$ cat src/rtl/depkt_pkg.sv
// ============================================================================
// Module      : depkt_pkg
// Description : Shared constants and state type for the header depacketizer.
// Revision    : 1.0 - initial release
// ============================================================================
`default_nettype none

package depkt_pkg;

    localparam int         HDR_BITS   = 432;
    localparam int         HDR_BYTES  = 54;
    localparam int         HDR_WORDS  = 14;
    localparam logic [1:0] LAST_EMPTY = 2'd2;

    typedef enum logic [1:0] {
        s_IDLE = 2'd0,
        s_BODY = 2'd1,
        s_DROP = 2'd2,
        s_DONE = 2'd3
    } depkt_state_t;

endpackage

`default_nettype wire

$ cat src/rtl/depacketizer.sv
// ============================================================================
// Module      : depacketizer
// Description : Reassembles a 14-beat 32-bit RX frame into a 432-bit header,
//               pulsing done on commit and err on a dropped frame.
//               Optional error counter enabled by DEPKT_ERR_CNT_EN.
// Revision    : 1.0 - initial release
// ============================================================================
`default_nettype none

module depacketizer
    import depkt_pkg::*;
(
    input  logic                clk,
    input  logic                rst,
    input  logic [31:0]         eth_data,
    input  logic                eth_valid,
    output logic                eth_ready,
    input  logic                p_start,
    input  logic                p_end,
    input  logic [1:0]          empty,
    output logic [HDR_BITS-1:0] header,
    output logic                done,
    output logic                err
`ifdef DEPKT_ERR_CNT_EN
    ,
    output logic [15:0]         err_count
`endif
);

    localparam int         c_STAGE_WORDS = HDR_WORDS - 1;
    localparam logic [3:0] c_LAST_BATCH  = 4'(HDR_WORDS - 1);

    depkt_state_t                  r_state;
    logic [3:0]                    r_batch;
    logic                          r_done;
    logic                          r_err;
    logic [HDR_BITS-1:0]           r_header;
    logic [c_STAGE_WORDS*32-1:0]   w_stage;
    logic                          w_accept;
    logic                          w_store;
    logic [3:0]                    w_idx;

    assign eth_ready = !rst && (r_state != s_DONE);
    assign w_accept  = eth_valid && eth_ready;
    assign header    = r_header;
    assign done      = r_done;
    assign err       = r_err;

    // Which staging word (if any) the current beat lands in; a restart reuses word 0.
    always_comb begin
        w_store = 1'b0;
        w_idx   = r_batch;
        if (w_accept) begin
            case (r_state)
                s_IDLE: begin
                    if (p_start && !p_end) begin
                        w_store = 1'b1;
                        w_idx   = 4'd0;
                    end
                end
                s_BODY: begin
                    if (p_start) begin
                        w_store = 1'b1;
                        w_idx   = 4'd0;
                    end else if (!p_end && (r_batch < c_LAST_BATCH)) begin
                        w_store = 1'b1;
                    end
                end
                default: w_store = 1'b0;
            endcase
        end
    end

    for (genvar k = 0; k < c_STAGE_WORDS; k++) begin : g_stage
        logic [31:0] r_word;

        always_ff @(posedge clk) begin
            if (rst) begin
                r_word <= '0;
            end else if (w_store && (w_idx == 4'(k))) begin
                r_word <= {eth_data[7:0], eth_data[15:8], eth_data[23:16], eth_data[31:24]};
            end
        end

        assign w_stage[32*k +: 32] = r_word;
    end

    always_ff @(posedge clk) begin
        if (rst) begin
            r_state  <= s_IDLE;
            r_batch  <= 4'd0;
            r_done   <= 1'b0;
            r_err    <= 1'b0;
            r_header <= '0;
        end else begin
            r_done <= 1'b0;
            r_err  <= 1'b0;
            case (r_state)
                s_IDLE: begin
                    if (w_accept) begin
                        if (p_start && !p_end) begin
                            r_state <= s_BODY;
                            r_batch <= 4'd1;
                        end else begin
                            r_err <= 1'b1;
                            if (!p_start && !p_end) begin
                                r_state <= s_DROP;
                            end
                        end
                    end
                end
                s_BODY: begin
                    if (w_accept) begin
                        if (p_start) begin
                            r_err   <= 1'b1;
                            r_batch <= 4'd1;
                        end else if (r_batch == c_LAST_BATCH) begin
                            r_batch <= 4'd0;
                            if (p_end && (empty == LAST_EMPTY)) begin
                                r_state  <= s_DONE;
                                r_done   <= 1'b1;
                                r_header <= {eth_data[23:16], eth_data[31:24], w_stage};
                            end else begin
                                r_err   <= 1'b1;
                                r_state <= p_end ? s_IDLE : s_DROP;
                            end
                        end else if (p_end) begin
                            r_err   <= 1'b1;
                            r_state <= s_IDLE;
                            r_batch <= 4'd0;
                        end else begin
                            r_batch <= r_batch + 4'd1;
                        end
                    end
                end
                s_DROP: begin
                    if (w_accept && p_end) begin
                        r_state <= s_IDLE;
                    end
                end
                default: begin
                    r_state <= s_IDLE;
                    r_batch <= 4'd0;
                end
            endcase
        end
    end

`ifdef DEPKT_ERR_CNT_EN
    logic [15:0] r_err_count;

    always_ff @(posedge clk) begin
        if (rst) begin
            r_err_count <= 16'd0;
        end else if (r_err && (r_err_count != 16'hFFFF)) begin
            r_err_count <= r_err_count + 16'd1;
        end
    end

    assign err_count = r_err_count;
`endif

endmodule

`default_nettype wire

$ cat config.mk
export PLATFORM = sky130hd
export DESIGN_NAME = depacketizer
export DESIGN_NICKNAME = d
export VERILOG_FILES = /design/src/rtl/depkt_pkg.sv /design/src/rtl/depacketizer.sv
export SDC_FILE = /design/constraint.sdc
export NUM_CORES = 2
export LEC_CHECK = 0
export CORE_MARGIN = 3
export CORE_UTILIZATION = 30
export CTS_BUF_LIST = sky130_fd_sc_hd__clkbuf_8
export CTS_CLUSTER_SIZE = 40
export DETAILED_ROUTE_END_ITERATION = 10
export PLACE_DENSITY_LB_ADDON = 0.15
export SLEW_MARGIN = 15
export SYNTH_ARGS = -nofsm -noshare
export SYNTH_HDL_FRONTEND = slang
export SYNTH_SLANG_ARGS = --single-unit
$ cat constraint.sdc
create_clock -name clk -period 2.6 [get_ports clk]
set_input_delay 0.26 -clock clk [delete_from_list [all_inputs] [get_ports clk]]
set_output_delay 0.26 -clock clk [all_outputs]
set_load 0.02 [all_outputs]
Yosys cells after proc, flatten, opt, wreduce, memory -nomap -nowiden
Cells that the tools add are included.
{ "word_totals": {"reg_bits": 856, "output_inout_bits": 435, "elab_cells": 114} }
{ "classes": {"n_addsub": 1, "magnitude_cmp": 1, "eq_ne": 24, "n_mux": 36, "n_bitwise": 5, "reduce_logical": 29} }
{ "ops": {"columns": ["cell", "n"], "rows": [
  ["$mux 4", 9],
  ["$eq 4x4->1 const B", 6],
  ["$logic_and 1x1->1", 20],
  ["$mux 2", 10],
  ["$eq 4x3->1 const B", 4],
  ["$mux 1", 12],
  ["$ne 2x2->1 const B", 6],
  ["$pmux 4 s3", 1],
  ["$eq 4x2->1 const B", 2],
  ["$pmux 4 s2", 1],
  ["$ne 3x3->1 const B", 2],
  ["$pmux 2 s3", 1],
  ["$reduce_and 6->1", 1],
  ["$not 1->1", 5],
  ["$reduce_and 5->1", 1],
  ["$reduce_or 5->1", 1],
  ["$add 4x1->4 const B", 1],
  ["$eq 2x2->1 const B", 2],
  ["$eq 4x1->1 const B", 1],
  ["$logic_not 4->1", 1],
  ["$lt 4x4->1 const B", 1],
  ["$pmux 1 s2", 2],
  ["$reduce_and 4->1", 1],
  ["$logic_not 1->1", 3],
  ["other kinds (2)", 2]
]} }

Depth between registers and ports, before layout
{ "logic_depth": {"depth_word": 7, "ltp_mapped": 10, "depth_no_buf": 6} }

Worst setup path after synthesis
OpenSTA, ideal clock, no wires.
{ "synth_timing": {"path_kind": "register to register", "from": "register r_batch[0]", "to": "register g_stage[7].r_word[1]", "setup_time_ns": 0.128, "arrival_ns": 2.108, "path_slack_ns": 0.365, "stages_incl_launch_ff": 9, "synth_period_minus_slack_ns": 2.235, "path_cell_list": "dfxtp_1 > clkbuf_1 > inv_1 > ha_1 > nand3b_1 > nand4_1 > buf_1 > mux2i_1 > nor2_1"} }
{ "synth_via": {"elab_chain_cells": 7} }
{ "synth_rtl": {"columns": ["element", "line_no", "text"], "rows": [
  ["from (decl)", "depacketizer.sv:34", "logic [3:0] r_batch;"],
  ["from (signal assigned)", "depacketizer.sv:132", "r_batch <= r_batch + 4'd1;"],
  ["$lt 4x4->1", "depacketizer.sv:65", "end else if (!p_end && (r_batch < c_LAST_BATCH)) begin"],
  ["$logic_and 1x1->1", "depacketizer.sv:65", null],
  ["$mux 1", "depacketizer.sv:65", null],
  ["$mux 1", "depacketizer.sv:62", "if (p_start) begin"],
  ["$pmux 1 s2", "depacketizer.sv:54", "case (r_state)"],
  ["$mux 1", "depacketizer.sv:53", "if (w_accept) begin"],
  ["$logic_and 1x1->1 *", "depacketizer.sv:80", "end else if (w_store && (w_idx == 4'(k))) begin"],
  ["to (signal assigned)", "depacketizer.sv:81", "r_word <= {eth_data[7:0], eth_data[15:8], eth_data[23:16], eth_data[31:24]};"],
  ["to (decl)", "depacketizer.sv:75", "logic [31:0] r_word;"]
]} }
Mark *: on every way between the ends. The rest lies on a longest branch, timed or not.
A chain may end at the register's enable or synchronous reset.

Worst setup path after layout
{ "layout_timing": {"from": "register r_state[0]", "to": "output eth_ready"} }
{ "layout_via": {"elab_chain_cells": 2} }
{ "layout_rtl": {"columns": ["element", "line_no", "text"], "rows": [
  ["from (decl)", "depacketizer.sv:33", "depkt_state_t r_state;"],
  ["from (signal assigned)", "depacketizer.sv:90", "r_state <= s_IDLE;"],
  ["from (signal assigned)", "depacketizer.sv:102", "r_state <= s_BODY;"],
  ["from (signal assigned)", "depacketizer.sv:107", "r_state <= s_DROP;"],
  ["$ne 2x2->1", "depacketizer.sv:43", "assign eth_ready = !rst && (r_state != s_DONE);"],
  ["$logic_and 1x1->1", "depacketizer.sv:43", null],
  ["to (decl)", "depacketizer.sv:17", "output logic eth_ready,"]
]} }
Every way passes these cells.

==> flow_summary_export.csv <==
group,metric,value,unit
yosys,synthAdderAreaFrac,0.120,%
yosys,ys_types,49,
yosys,synthSimpleGateAreaFrac,12.2,%
die,ioPinCount,474,
clock_network,insertion_delay,810,ps
clock_network,cts_made_buffers,154,
critical_path,critPathMaxFanout,17,
flow_run,drv_cap,0,
sta,fmax,411,MHz
yosys,synth_top_area_share,54.7,%
clock_network,clkTransAtPathRegs,70,ps
yosys,synth_top_family_by_area,"multiplexers",
global_routing,grt_use_total,20.5,%
global_routing,first_global_vias,23013,
detailed_routing,drtPass1Iterations,7,
global_routing,grt_max_degree,231,
critical_path,crit_family,"buffers and inverters",
detailed_routing,route.detailed.drc,0,
final_layout,drive_above_1_share,9.42,%
die,fp-row-count,117,
yosys,ys_ff_latch,856,
detailed_routing,num_vias,24301,
yosys,ys.flop_type,"dfxtp_1",
die,fp.dieH,329,um
yosys,synth_commonest_cells,"dfxtp_1 (856), nor2_1 (629), mux2i_1 (625)",
critical_path,critPathKind,"reg -> out",
yosys,async_flop_share,0,%
sta,period_share,93.6,%
yosys,ys_seq_area_share,54.7,%
detailed_routing,vias_per_cell,4.79,
detailed_routing,ant_nets,0,
global_routing,grt_pass1_wl,164000,um
yosys,synth_nets,3207,
global_routing,grt.overflow.total,0,
sta,setup_violations,0,
die,core_area,103000,um^2
critical_path,crit_chain,"buf_4, a21oi_1, clkdlybuf4s50_1",
yosys,synth_area_leaders,"dfxtp_1 (55%), mux2i_1 (20%), nor2_1 (7.5%), a21oi_1 (3.7%), nand3_1 (3.6%)",
critical_path,start_kind,"flip-flop",
critical_path,crit_path_start,"r_state[0]",
sta,tns,0,ps
detailed_routing,wirelength,115000,um
yosys,synth_most_common_cell,"dfxtp_1",
sta,slew_violations,0,
yosys,muxShareOfSynthArea,20.0,%
critical_path,crit_path_max_incr_delay,720,ps
place,dp_hpwl,68000,um
place,portBuffers,473,
power_and_ir_drop,p_per_area,656,nW/um^2
clock_network,post-cts-setup-buffer-count,0,
yosys,synth_edf_count,0,
detailed_routing,avgRoutedWirePerCell,22.6,um
clock_network,root_buffer,"clkbuf_8",
yosys,yosys.area.top_type,"dfxtp_1",
critical_path,critical-path-slowest-cell,"clkdlybuf4s50_1",
yosys,synthXorXnorAreaFrac,0.0280,%
sta,holdWs,111,ps
die,die_width,329,um
die,start_util,30.5,%
detailed_routing,first_iter_violations,1984,
sta,finalHoldViolations,0,
yosys,avgSynthCellArea,9.90,um^2
min_path,hold_path_startpoint,"eth_data[15]",
clock_network,clock-sinks,856,
min_path,hold_path_class,"in -> reg",
sta,fin_skew,33.9,ps
clock_network,htreeDepth,4,
critical_path,end_kind,"primary output",
place,gp_congestion,0.754,
power_and_ir_drop,peakVddDrop,0.000370,V
clock_network,ctsResizeCount,0,
yosys,syn_area,31300,um^2
clock_network,cts_hold_buf,12,
sta,period_minus_slack,2430,ps
critical_path,rr_startpoint,"r_batch[1]",
sta,rsz0062_at_grt,"no",
global_routing,antenna_found_initial,7,
power_and_ir_drop,p_leak,0.0150,uW
critical_path,cp.arrival,2170,ps
yosys,syn-instance-count,3165,
clock_network,cts_buffer_depth,3,
clock_network,cts_tree,"done",
final_layout,area_delta_synth_final,29.7,%
yosys,yosys_warnings,0,
sta,maxSlewHeadroom,20.2,%
sta,max_slew.worst_pin.slew,1190,ps
critical_path,critPathBufInv,2,
die,dieArea,108000,um^2
critical_path,worst-endpoint-required,2340,ps
yosys,synth_compound_area_share,8.18,%
final_layout,nFillCells,10271,
outcome,status,"finished, final reports clean",
final_layout,finish.net_count,3641,
final_layout,final_core_util,39.5,%
==> worst reg2reg max path, cell delays in order (launching register included) <==
cell and delay, ps:
dfxtp_1 310, inv_1 80, ha_1 210, nand3_1 150, nor4_2 430, buf_4 220
buf_12 200, buf_12 280, mux2i_1 230, nor2_1 60
==> cell families after synthesis <==
group                      after synthesis
buffers and inverters                  298
muxes                                  625
and+or+nand+nor                        903
AOI/OAI and AO/OA                      479
adders and majority gates                3
DFF                                    856
xor gates and xnor gates                 1
==> sequential cells by signal, summed over array words and instances (netlist names) <==
name and flops:
err 1, g_stage.r_word 416, header 432, r_batch 4, r_state 2, done 1
==> through the flow <==
| stage | worst slack [ps] | instances | power (uW) | cell area [um^2] |
|---|---|---|---|---|
| global route | 5.33 | 5073 | 27600 | 40600 |
| floorplan | 365 | 3165 | 13900 | 31300 |
| detailed placement | -102 | 4799 | 14400 | 37500 |
| global placement | -168 | 4799 | 14400 | 37500 |
| CTS | 53.6 | 5072 | 27100 | 40600 |
| finish | 166 | 5076 | 26600 | 40600 |
==> power breakdown <==
part | switching, uW | leakage (uW) | internal, uW | total, uW
clock | 5710 | 0.00173 | 6760 | 12500
combinational | 825 | 0.00639 | 183 | 1010
sequential | 8.17 | 0.00689 | 13100 | 13100
==> path summary, 6_finish.rpt <==
path,cells after the start,slack [ps],endpoint
worst max-delay path,3,170,eth_ready
worst min-delay path,3,110,g_stage[4].r_word[23]
worst max register to register,9,250,header[23]
worst min register to register,2,470,header[11]
==> cell type report <==
type,count,area [um^2],area share (%)
antenna,4,10.0,0.0246
inverter,4,15.0,0.0370
sequential,856,17100,42.2
timing repair buffer,572,5970,14.7
clock buffer,197,2710,6.67
clock inverter,64,315,0.776
multi-input combinational,2011,12800,31.4
tap,1368,1710,4.21
==> metal layers <==
layer / GRT usage (%) / wire length (um) / up-vias
met5: 0 / 0 / -
li1: - / - / 11718
met3: 4.51 / 6550 / 180
met4: 6.97 / 3260 / 0
met1: 27.3 / 51500 / 11658
met2: 32.8 / 53600 / 745
==> placed cells by master, fill, tap and decap left out, types with 4 or more instances in the layout <==
| cell type | synthesis | final |
|---|---|---|
| nor2b_1 | 6 | 6 |
| a21oi_1 | 231 | 231 |
| buf_4 | 7 | 38 |
| nor2_1 | 629 | 629 |
| a2111oi_4 | 4 | 6 |
| diode_2 | 0 | 4 |
| nand4_1 | 6 | 6 |
| o21ai_0 | 186 | 186 |
| inv_6 | 0 | 5 |
| o21ai_1 | 40 | 40 |
| dfxtp_1 | 856 | 856 |
| clkdlybuf4s50_1 | 0 | 440 |
| clkbuf_8 | 0 | 197 |
| nand3_1 | 226 | 226 |
| inv_1 | 4 | 52 |
| mux2i_1 | 625 | 625 |
| buf_12 | 0 | 49 |
| clkinv_2 | 0 | 5 |
| dlygate4sd3_1 | 0 | 12 |
| buf_2 | 37 | 32 |
| nand2b_1 | 8 | 7 |
No activity file was read; power rests on OpenSTA's default activity.
